--- config.mk ---
export PLATFORM = sky130hd
export DESIGN_NAME = spi_reg_controller
export DESIGN_NICKNAME = d
export VERILOG_FILES = /design/src/rtl/spi_ctrl_pkg.sv /design/src/rtl/spi_ctrl_regfile.sv /design/src/rtl/spi_reg_controller.sv
export SDC_FILE = /design/constraint.sdc
export NUM_CORES = 1
export LEC_CHECK = 0
export ABC_CLOCK_PERIOD_IN_PS = 6900
export CORE_MARGIN = 1.5
export CORE_UTILIZATION = 34
export CTS_BUF_LIST = sky130_fd_sc_hd__clkbuf_4 sky130_fd_sc_hd__clkbuf_8
export DETAILED_ROUTE_END_ITERATION = 8
export HOLD_SLACK_MARGIN = 0.12
export SLEW_MARGIN = 30
export SYNTH_ARGS = -nofsm -noshare
export SYNTH_HDL_FRONTEND = slang
export SYNTH_SLANG_ARGS = --single-unit
--- constraint.sdc ---
create_clock -name clk -period 6.9 [get_ports clk]
set_input_delay 2.07 -clock clk [delete_from_list [all_inputs] [get_ports clk]]
set_output_delay 2.07 -clock clk [all_outputs]
set_load 0.02 [all_outputs]
--- src/rtl/spi_ctrl_pkg.sv ---
// Shared types and constants for the SPI register controller.
// Build option SPI_REG_AUTOINC_EN (see spi_reg_controller.sv) selects burst addressing.
package spi_ctrl_pkg;
  typedef enum logic [1:0] {IDLE, CMD, WRITE, READ} spi_ctrl_state_t;

  localparam int CMD_WRITE_BIT  = 7;
  localparam int CMD_ADDR_WIDTH = 7;

  function automatic logic addr_ok(input logic [CMD_ADDR_WIDTH-1:0] addr, input int num_regs);
    return (int'(addr) < num_regs);
  endfunction
endpackage

--- src/rtl/spi_ctrl_regfile.sv ---
// Register bank: one write port, one combinational read port with write-through
// forwarding; out-of-range reads return 0 and out-of-range writes are dropped.
module spi_ctrl_regfile
  import spi_ctrl_pkg::*;
#(
  parameter int DATA_WIDTH = 8,
  parameter int NUM_REGS   = 16
) (
  input  logic                           clk,
  input  logic                           reset,
  input  logic                           i_we,
  input  logic [CMD_ADDR_WIDTH-1:0]      i_waddr,
  input  logic [DATA_WIDTH-1:0]          i_wdata,
  input  logic [CMD_ADDR_WIDTH-1:0]      i_raddr,
  output logic [DATA_WIDTH-1:0]          o_rdata,
  output logic [NUM_REGS*DATA_WIDTH-1:0] o_regs_flat
);
  localparam int AW = (NUM_REGS > 1) ? $clog2(NUM_REGS) : 1;

  logic [DATA_WIDTH-1:0] r_mem [NUM_REGS];
  logic                  w_wr_ok;
  logic                  w_rd_ok;

  assign w_wr_ok = i_we && addr_ok(i_waddr, NUM_REGS);
  assign w_rd_ok = addr_ok(i_raddr, NUM_REGS);

  always_ff @(posedge clk) begin
    if (reset) begin
      for (int i = 0; i < NUM_REGS; i++) r_mem[i] <= '0;
    end else if (w_wr_ok) begin
      r_mem[i_waddr[AW-1:0]] <= i_wdata;
    end
  end

  always_comb begin
    o_rdata = '0;
    if (w_rd_ok) begin
      if (w_wr_ok && (i_waddr == i_raddr)) o_rdata = i_wdata;
      else                                 o_rdata = r_mem[i_raddr[AW-1:0]];
    end
  end

  for (genvar g = 0; g < NUM_REGS; g++) begin : g_flat
    assign o_regs_flat[g*DATA_WIDTH +: DATA_WIDTH] = r_mem[g];
  end
endmodule

--- src/rtl/spi_reg_controller.sv ---
// Drains the SPI slave receive FIFO, parses a command byte and streams register writes/reads.
// Define SPI_REG_AUTOINC_EN for burst addressing; otherwise the address is fixed per frame.
module spi_reg_controller
  import spi_ctrl_pkg::*;
#(
  parameter int DATA_WIDTH = 8,
  parameter int NUM_REGS   = 16
) (
  input  logic                           clk,
  input  logic                           reset,
  input  logic                           cs,
  input  logic [DATA_WIDTH-1:0]          rx_data,
  input  logic                           rx_empty,
  output logic                           rx_read,
  output logic [DATA_WIDTH-1:0]          tx_data,
  output logic [NUM_REGS*DATA_WIDTH-1:0] regs_flat,
  output logic                           wr_strobe,
  output logic [CMD_ADDR_WIDTH-1:0]      wr_addr,
  output logic                           frame_error
);
  spi_ctrl_state_t             r_state, w_state_nxt;
  logic                        r_cs_s1, r_cs_s2, r_cs_d;
  logic                        r_rx_read, r_sample, r_drain;
  logic                        r_tx_load, r_frame_error;
  logic [CMD_ADDR_WIDTH-1:0]   r_addr, w_addr_adv, w_raddr;
  logic [DATA_WIDTH-1:0]       r_tx, w_rdata;
  logic [7:0]                  w_cmd;
  logic                        w_cs_fall, w_cs_rise, w_drain, w_we;

  assign w_cmd     = rx_data[7:0];
  assign w_cs_fall = r_cs_d & ~r_cs_s2;
  assign w_cs_rise = ~r_cs_d & r_cs_s2;
  // Return to IDLE only once nothing is queued or in flight from the FIFO.
  assign w_drain   = r_drain && rx_empty && !r_rx_read && !r_sample;

`ifdef SPI_REG_AUTOINC_EN
  assign w_addr_adv = (r_addr == CMD_ADDR_WIDTH'(NUM_REGS-1)) ? '0 : r_addr + 1'b1;
`else
  assign w_addr_adv = r_addr;
`endif

  always_ff @(posedge clk) begin
    if (reset) begin
      r_cs_s1   <= 1'b1;
      r_cs_s2   <= 1'b1;
      r_cs_d    <= 1'b1;
      r_rx_read <= 1'b0;
      r_sample  <= 1'b0;
      r_drain   <= 1'b0;
      r_state   <= IDLE;
    end else begin
      r_cs_s1   <= cs;
      r_cs_s2   <= r_cs_s1;
      r_cs_d    <= r_cs_s2;
      r_rx_read <= !rx_empty && !r_rx_read;
      r_sample  <= r_rx_read;
      r_state   <= w_state_nxt;
      if (w_cs_rise)    r_drain <= 1'b1;
      else if (w_drain) r_drain <= 1'b0;
    end
  end

  always_comb begin
    w_state_nxt = r_state;
    w_we        = 1'b0;
    w_raddr     = r_addr;
    case (r_state)
      IDLE:  if (w_cs_fall) w_state_nxt = CMD;
      CMD: begin
        w_raddr = w_cmd[CMD_ADDR_WIDTH-1:0];
        if (r_sample) w_state_nxt = w_cmd[CMD_WRITE_BIT] ? WRITE : READ;
      end
      WRITE: w_we = r_sample && addr_ok(r_addr, NUM_REGS);
      default: ;
    endcase
    if (w_drain) w_state_nxt = IDLE;
  end

  always_ff @(posedge clk) begin
    if (reset) begin
      r_addr        <= '0;
      r_tx          <= '0;
      r_tx_load     <= 1'b0;
      r_frame_error <= 1'b0;
    end else begin
      r_tx_load <= 1'b0;
      if (r_tx_load) r_tx <= w_rdata;
      if (r_sample) begin
        case (r_state)
          CMD: begin
            r_addr <= w_cmd[CMD_ADDR_WIDTH-1:0];
            if (!addr_ok(w_cmd[CMD_ADDR_WIDTH-1:0], NUM_REGS)) r_frame_error <= 1'b1;
            if (!w_cmd[CMD_WRITE_BIT]) r_tx <= w_rdata;
          end
          WRITE, READ: begin
            r_addr <= w_addr_adv;
            if (!addr_ok(r_addr, NUM_REGS)) r_frame_error <= 1'b1;
            // Read-back of the advanced address lands one cycle after the dummy byte.
            if (r_state == READ) r_tx_load <= 1'b1;
          end
          default: ;
        endcase
      end
    end
  end

  spi_ctrl_regfile #(.DATA_WIDTH(DATA_WIDTH), .NUM_REGS(NUM_REGS)) u_regfile (
    .clk        (clk),
    .reset      (reset),
    .i_we       (w_we),
    .i_waddr    (r_addr),
    .i_wdata    (rx_data),
    .i_raddr    (w_raddr),
    .o_rdata    (w_rdata),
    .o_regs_flat(regs_flat)
  );

  assign rx_read     = r_rx_read;
  assign tx_data     = r_tx;
  assign wr_strobe   = w_we;
  assign wr_addr     = r_addr;
  assign frame_error = r_frame_error;
endmodule

Word level (Yosys, flattened, before mapping)
Memories as Yosys holds them, arrays and structs flattened.
Index checks and enable logic that the tools add are counted.
{"block": "op_classes", "bitwise": 6, "mux": 26, "n_eq_ne": 8, "n_reduce_logical": 20, "magnitude_cmp": 3}
{"cell": "8-bit 2-to-1 mux", "count": 7}
{"cell": "7-bit by 5-bit less-than comparator with 1-bit output (second input constant)", "count": 3}
{"cell": "1-bit 2-to-1 mux", "count": 13}
{"cell": "2-bit inequality test (second input constant)", "count": 4}
{"cell": "8-bit OR reduction", "count": 1}
{"cell": "7-bit == test", "count": 1}
{"cell": "1-bit logical AND", "count": 7}
{"cell": "7-bit 2-to-1 mux", "count": 1}
{"cell": "2-bit nonzero test", "count": 3}
{"cell": "2-bit == test (second input constant)", "count": 2}
{"cell": "2-bit 2-to-1 mux", "count": 2}
{"cell": "4-bit 2-to-1 mux", "count": 1}
{"cell": "1-bit inverter", "count": 4}
{"cell": "2-bit case mux with 2 select lines", "count": 1}
{"cell": "4-bit AND reduction", "count": 1}
{"cell": "2-bit OR reduction", "count": 2}
{"cell": "1-bit logical NOT", "count": 3}
{"cell": "3-bit AND reduction", "count": 1}
{"cell": "3-bit OR reduction", "count": 1}
{"cell": "1-bit AND", "count": 2}
{"cell": "2-bit by 1-bit == test with 1-bit output (second input constant)", "count": 1}
{"cell": "2-bit logical NOT", "count": 1}
{"cell": "1-bit case mux with 2 select lines", "count": 1}
{"block": "word_totals", "n_memories": 1, "ram_bits": 128, "reg_bits": 25}
{"name": "u_regfile.r_mem", "depth": 16, "word_bits": 8, "rd": 17, "rd_ports_with_merged_regs": 0, "wr": 16, "line": "spi_ctrl_regfile.sv:20", "source": "logic [DATA_WIDTH-1:0] r_mem [NUM_REGS];"}

Logic depth before layout (Yosys ltp)
{"block": "depth", "ltp_word": 11, "depth_mapped": 10, "ltp_nobuf": 7}

By module
A second synthesis with hierarchy kept.
{"block": "hier_totals", "cells_unflattened": 504, "hier_area_um2": 7169.4}
{"mod": "spi_ctrl_regfile", "cells_each": 402, "instances": 1, "area_per_inst_um2": 6072.1}
{"mod": "spi_reg_controller", "cells_each": 102, "instances": 1, "area_per_inst_um2": 1097.3}

Least setup slack after synthesis
Ideal clock, no wire load.
{"block": "synth_path", "path_kind": "input port to flip-flop", "from": "input reset", "to": "memory u_regfile.r_mem[11][0] (enable)", "t_arrival_ns": 3.284, "required_time_ns": 6.516, "setup_ns": 0.384, "path_slack_ns": 3.232, "path_buffers": 1, "stages": 4, "path_cell_list": "inv_1 -> nand4_1 -> clkbuf_1 -> o21ai_0"}
{"element": "from (decl)", "line": "spi_reg_controller.sv:10", "source": "input logic reset,"}
{"element": "to (decl)", "line": "spi_ctrl_regfile.sv:20"}

Worst setup path in the final report
{"block": "layout_path", "from": "register r_addr[6], in the netlist wr_addr[6]", "to": "output wr_strobe"}
{"block": "layout_via", "elab_chain_len": 3}
{"element": "from (decl)", "line": "spi_reg_controller.sv:25", "source": "logic [CMD_ADDR_WIDTH-1:0] r_addr, w_addr_adv, w_raddr;"}
{"element": "from (signal assigned)", "line": "spi_reg_controller.sv:91", "source": "r_addr <= w_cmd[CMD_ADDR_WIDTH-1:0];"}
{"element": "from (signal assigned)", "line": "spi_reg_controller.sv:96", "source": "r_addr <= w_addr_adv;"}
{"element": "7-bit by 5-bit less-than comparator with 1-bit output", "line": "spi_ctrl_pkg.sv:10", "source": "return (int'(addr) < num_regs);"}
{"element": "1-bit logical AND", "line": "spi_reg_controller.sv:73", "source": "WRITE: w_we = r_sample && addr_ok(r_addr, NUM_REGS);"}
{"element": "1-bit 2-to-1 mux", "line": "spi_reg_controller.sv:67", "source": "case (r_state)"}
{"element": "to (decl)", "line": "spi_reg_controller.sv:17", "source": "output logic wr_strobe,"}
No other way between the ends.

==> impl_metrics.py <==
metrics = {
    "place": {
        "dpl.cell_count": 988,
        "gp_routability_congestion": 0.9679,
        "port-buffer-count": 157,
        "dp_hpwl_um": 17180,
    },
    "min_path": {
        "min-delay-path-class": "reg -> reg",
        "launch_point_of_the_worst_hold_path": "r_cs_s1$_SDFF_PP1_",
    },
    "critical_path": {
        "cp_slowest_stage_delay_ns": 0.65,
        "worstSetupPathType": "reg -> out",
        "timing.critical_path.arrival_ns": 2.67,
        "path_max_fanout": 12,
        "startpoint_type": "flip-flop",
        "crit_path_frequent_cell": "or3_1",
        "cp-end-kind": "primary output",
        "worst_ep_required_time_ns": 4.83,
        "cp_cell_sequence": "or3_1 > or3_1 > inv_2 > clkdlybuf4s50_1",
        "critical_path.reg2reg.startpoint": "wr_addr[6]$_SDFFE_PP0P_",
        "critPathLaunch": "wr_addr[6]$_SDFFE_PP0P_",
        "cp.buffers_inverters": 2,
        "slowest_stage": "clkdlybuf4s50_1",
        "critical_path.top_delay_family": "simple AND/OR/NAND/NOR gates",
    },
    "synth": {
        "netlist_area_sq_mm": 0.007163,
        "avgSynthCellArea_sq_um": 12.10,
        "synth_top_cells_by_area": "edfxtp_1 54%, and2_1 8.5%, dfxtp_1 7.0%, mux2i_1 4.8%, mux4_2 3.1%",
        "synth_fp_nets": 604,
        "synth_cells": 592,
        "synth.ff_latch_count": 153,
        "synth.yosys.warnings": 0,
        "netlist-cell-type-count": 50,
        "synth_top_flop_cell": "edfxtp_1",
        "yosysSeqAreaShare": 0.6065,
        "synth-edff-count": 128,
        "synthDominantCellAreaShare": 0.5366,
        "async_reset_ff_frac": 0,
        "synth.largest_area_cell": "edfxtp_1",
    },
    "floorplan": {
        "io-pin-count": 158,
        "dieArea_sq_mm": 0.02195,
        "die-width_um": 148.2,
        "dieHeight_um": 148.2,
        "placementRows": 52,
        "initial_cell_density_of_the_core": 0.3506,
        "placeableCoreArea_sq_mm": 0.02043,
    },
    "clock_network": {
        "cts.sink_count": 153,
        "root_buffer_master": "clkbuf_8",
        "numCtsBuffers": 17,
        "cts.htree.levels": 4,
        "cts-resized-gates": 0,
        "cts.reportedPaths.clkPinSlew_ns": 0.07,
        "cts.path.max_buffers": 2,
        "cts_hold_repair.buffers": 0,
        "post_cts_setup_buffers": 0,
        "worst_skew_pair.late_latency_ns": 0.47,
        "tritoncts": "yes",
    },
    "sta": {
        "finalWorstPathRequiredPeriod_ns": 4.736,
        "final.hold.worst_slack_ns": 0.4178,
        "setup_viol": 0,
        "fin_tns_setup_ns": 0,
        "max_freq_mhz": 211.2,
        "final-hold-violation-count": 0,
        "timing.max_slew.rel_slack": 0.3963,
        "worstMarginPinSlew_ns": 0.9027,
        "clock-skew-final_ns": 0.007767,
        "rsz0062_at_grt": "no",
        "finalCritPeriodShare": 0.6864,
        "maxSlewViolCount": 0,
    },
    "drt": {
        "drtIter0Drc": 459,
        "vias": 5582,
        "drt_drc_violations_left": 0,
        "ratio_of_routed_vias_to_standard_cells": 5.478,
        "wirelength_um": 23360,
        "drt-wirelength-per-cell_um": 22.92,
        "route.antenna.remaining_nets": 0,
        "first_pass_iters": 5,
    },
    "grt": {
        "grt_first_pass_wirelength_um": 34200,
        "grt_remaining_overflow": 0,
        "groute.usage.overall": 0.2127,
        "number_of_antenna_violations_at_the_first_check_in_global_routing": 0,
        "first_global_vias": 5491,
        "grt_start_max_net_pins": 37,
    },
    "layout": {
        "nFillCells": 1928,
        "area_growth_syn_to_layout_pct": 30.74,
        "mostFrequentLayoutCell": "clkdlybuf4s50_1",
        "final_cell_mix": "157 x clkdlybuf4s50_1, 128 x edfxtp_1, 97 x and2_1",
        "nets": 749,
        "finish.utilization": 0.4584,
        "finish.cell_count_without_fillers": 1019,
        "num_antenna_cells": 0,
        "drive_gt1_frac": 0.1001,
    },
    "power_and_ir_drop": {
        "static-leakage-power_nw": 3.204,
        "power_per_cell_area_mw_per_mm2": 209.4,
        "fin_total_pwr_mw": 1.961,
        "peak_supply_drop_uv": 119.4,
    },
    "outcome": {
        "result_of_the_run": "finished, final reports clean",
    },
    "job": {
        "max_cap_violations": 0,
    },
}
-- synthesized netlist by cell type (all sizes together), types with 7 or more instances --
| cell type | n |
|---|---|
| nor3 | 31 |
| a22oi | 8 |
| a221oi | 7 |
| a21oi | 19 |
| edfxtp | 128 |
| clkbuf | 31 |
| or2 | 7 |
| mux4 | 10 |
| and2 | 97 |
| dfxtp | 25 |
| o21ai | 15 |
| nand2 | 55 |
| nand3 | 19 |
| mux2i | 35 |
| buf | 17 |
| nor2 | 22 |
| nor4 | 8 |
-- per-layer routing --
layer	GRT usage	wire length, um	up-vias
met3	0.05706	2359	45
met1	0.2870	9626	2731
met4	0.1005	792	0
li1	-	-	2466
met5	0	0	-
met2	0.3187	10580	340
-- registers in the layout, indices dropped and copies added, names as in the netlist, 2 cells and up --
register / count
u_regfile.r_mem: 128
tx_data: 8
r_state: 2
wr_addr: 7
-- path summary, 6_finish.rpt --
kind / end / slack, ns / depth (start not counted)
hold reg to reg: r_cs_s2$_SDFF_PP1_ / 0.42 / 1
setup reg to reg: u_regfile.r_mem[13][0]$_SDFFCE_PN0P_ / 3.54 / 5
setup / recovery: wr_strobe / 2.16 / 4
hold / removal: r_cs_s2$_SDFF_PP1_ / 0.42 / 1
-- cell type report --
type / count / area [sq um] / share of cell area
inverters: 7 / 26.28 / 0.002806
multi-input cells: 384 / 2557 / 0.2731
flip-flops and latches: 153 / 4344 / 0.4639
well taps: 270 / 337.8 / 0.03607
clock buffers: 19 / 249.0 / 0.02659
clock inverters: 12 / 151.4 / 0.01617
repair buffers: 174 / 1699 / 0.1814
-- logic make-up (layout without fill, tap and decap cells) --
logic type	count (synthesis)	count (layout)	synth area share
mux	47	47	0.08576
flops	153	153	0.6065
simple gates	259	259	0.1974
compound gates	78	78	0.07389
buf+inv	55	212	0.03651
-- per-stage QoR --
stage / cell area (sq um) / setup WS (ns)
6_report: 9365 / 2.164
5_1_grt: 9365 / 2.063
4_1_cts: 9365 / 2.152
3_5_place_dp: 8965 / 1.900
3_3_place_gp: 8965 / 1.986
2_1_floorplan: 7163 / 3.232
-- worst register-to-register path, delay by kind of cell (launching register included) --
kind,cells,cell delay [ns]
buf+inv,1,0.27
flops,1,0.34
simple gates,3,1.55
compound gates,1,0.86
-- where the power goes --
group	leakage, nW	internal, mW	switching, mW	total, mW
registers	1.52	1.03	0.0259	1.05
logic	1.49	0.0824	0.127	0.209
clock network	0.192	0.362	0.339	0.700
total	3.20	1.47	0.491	1.96
No activity file was read; power rests on OpenSTA's default activity.
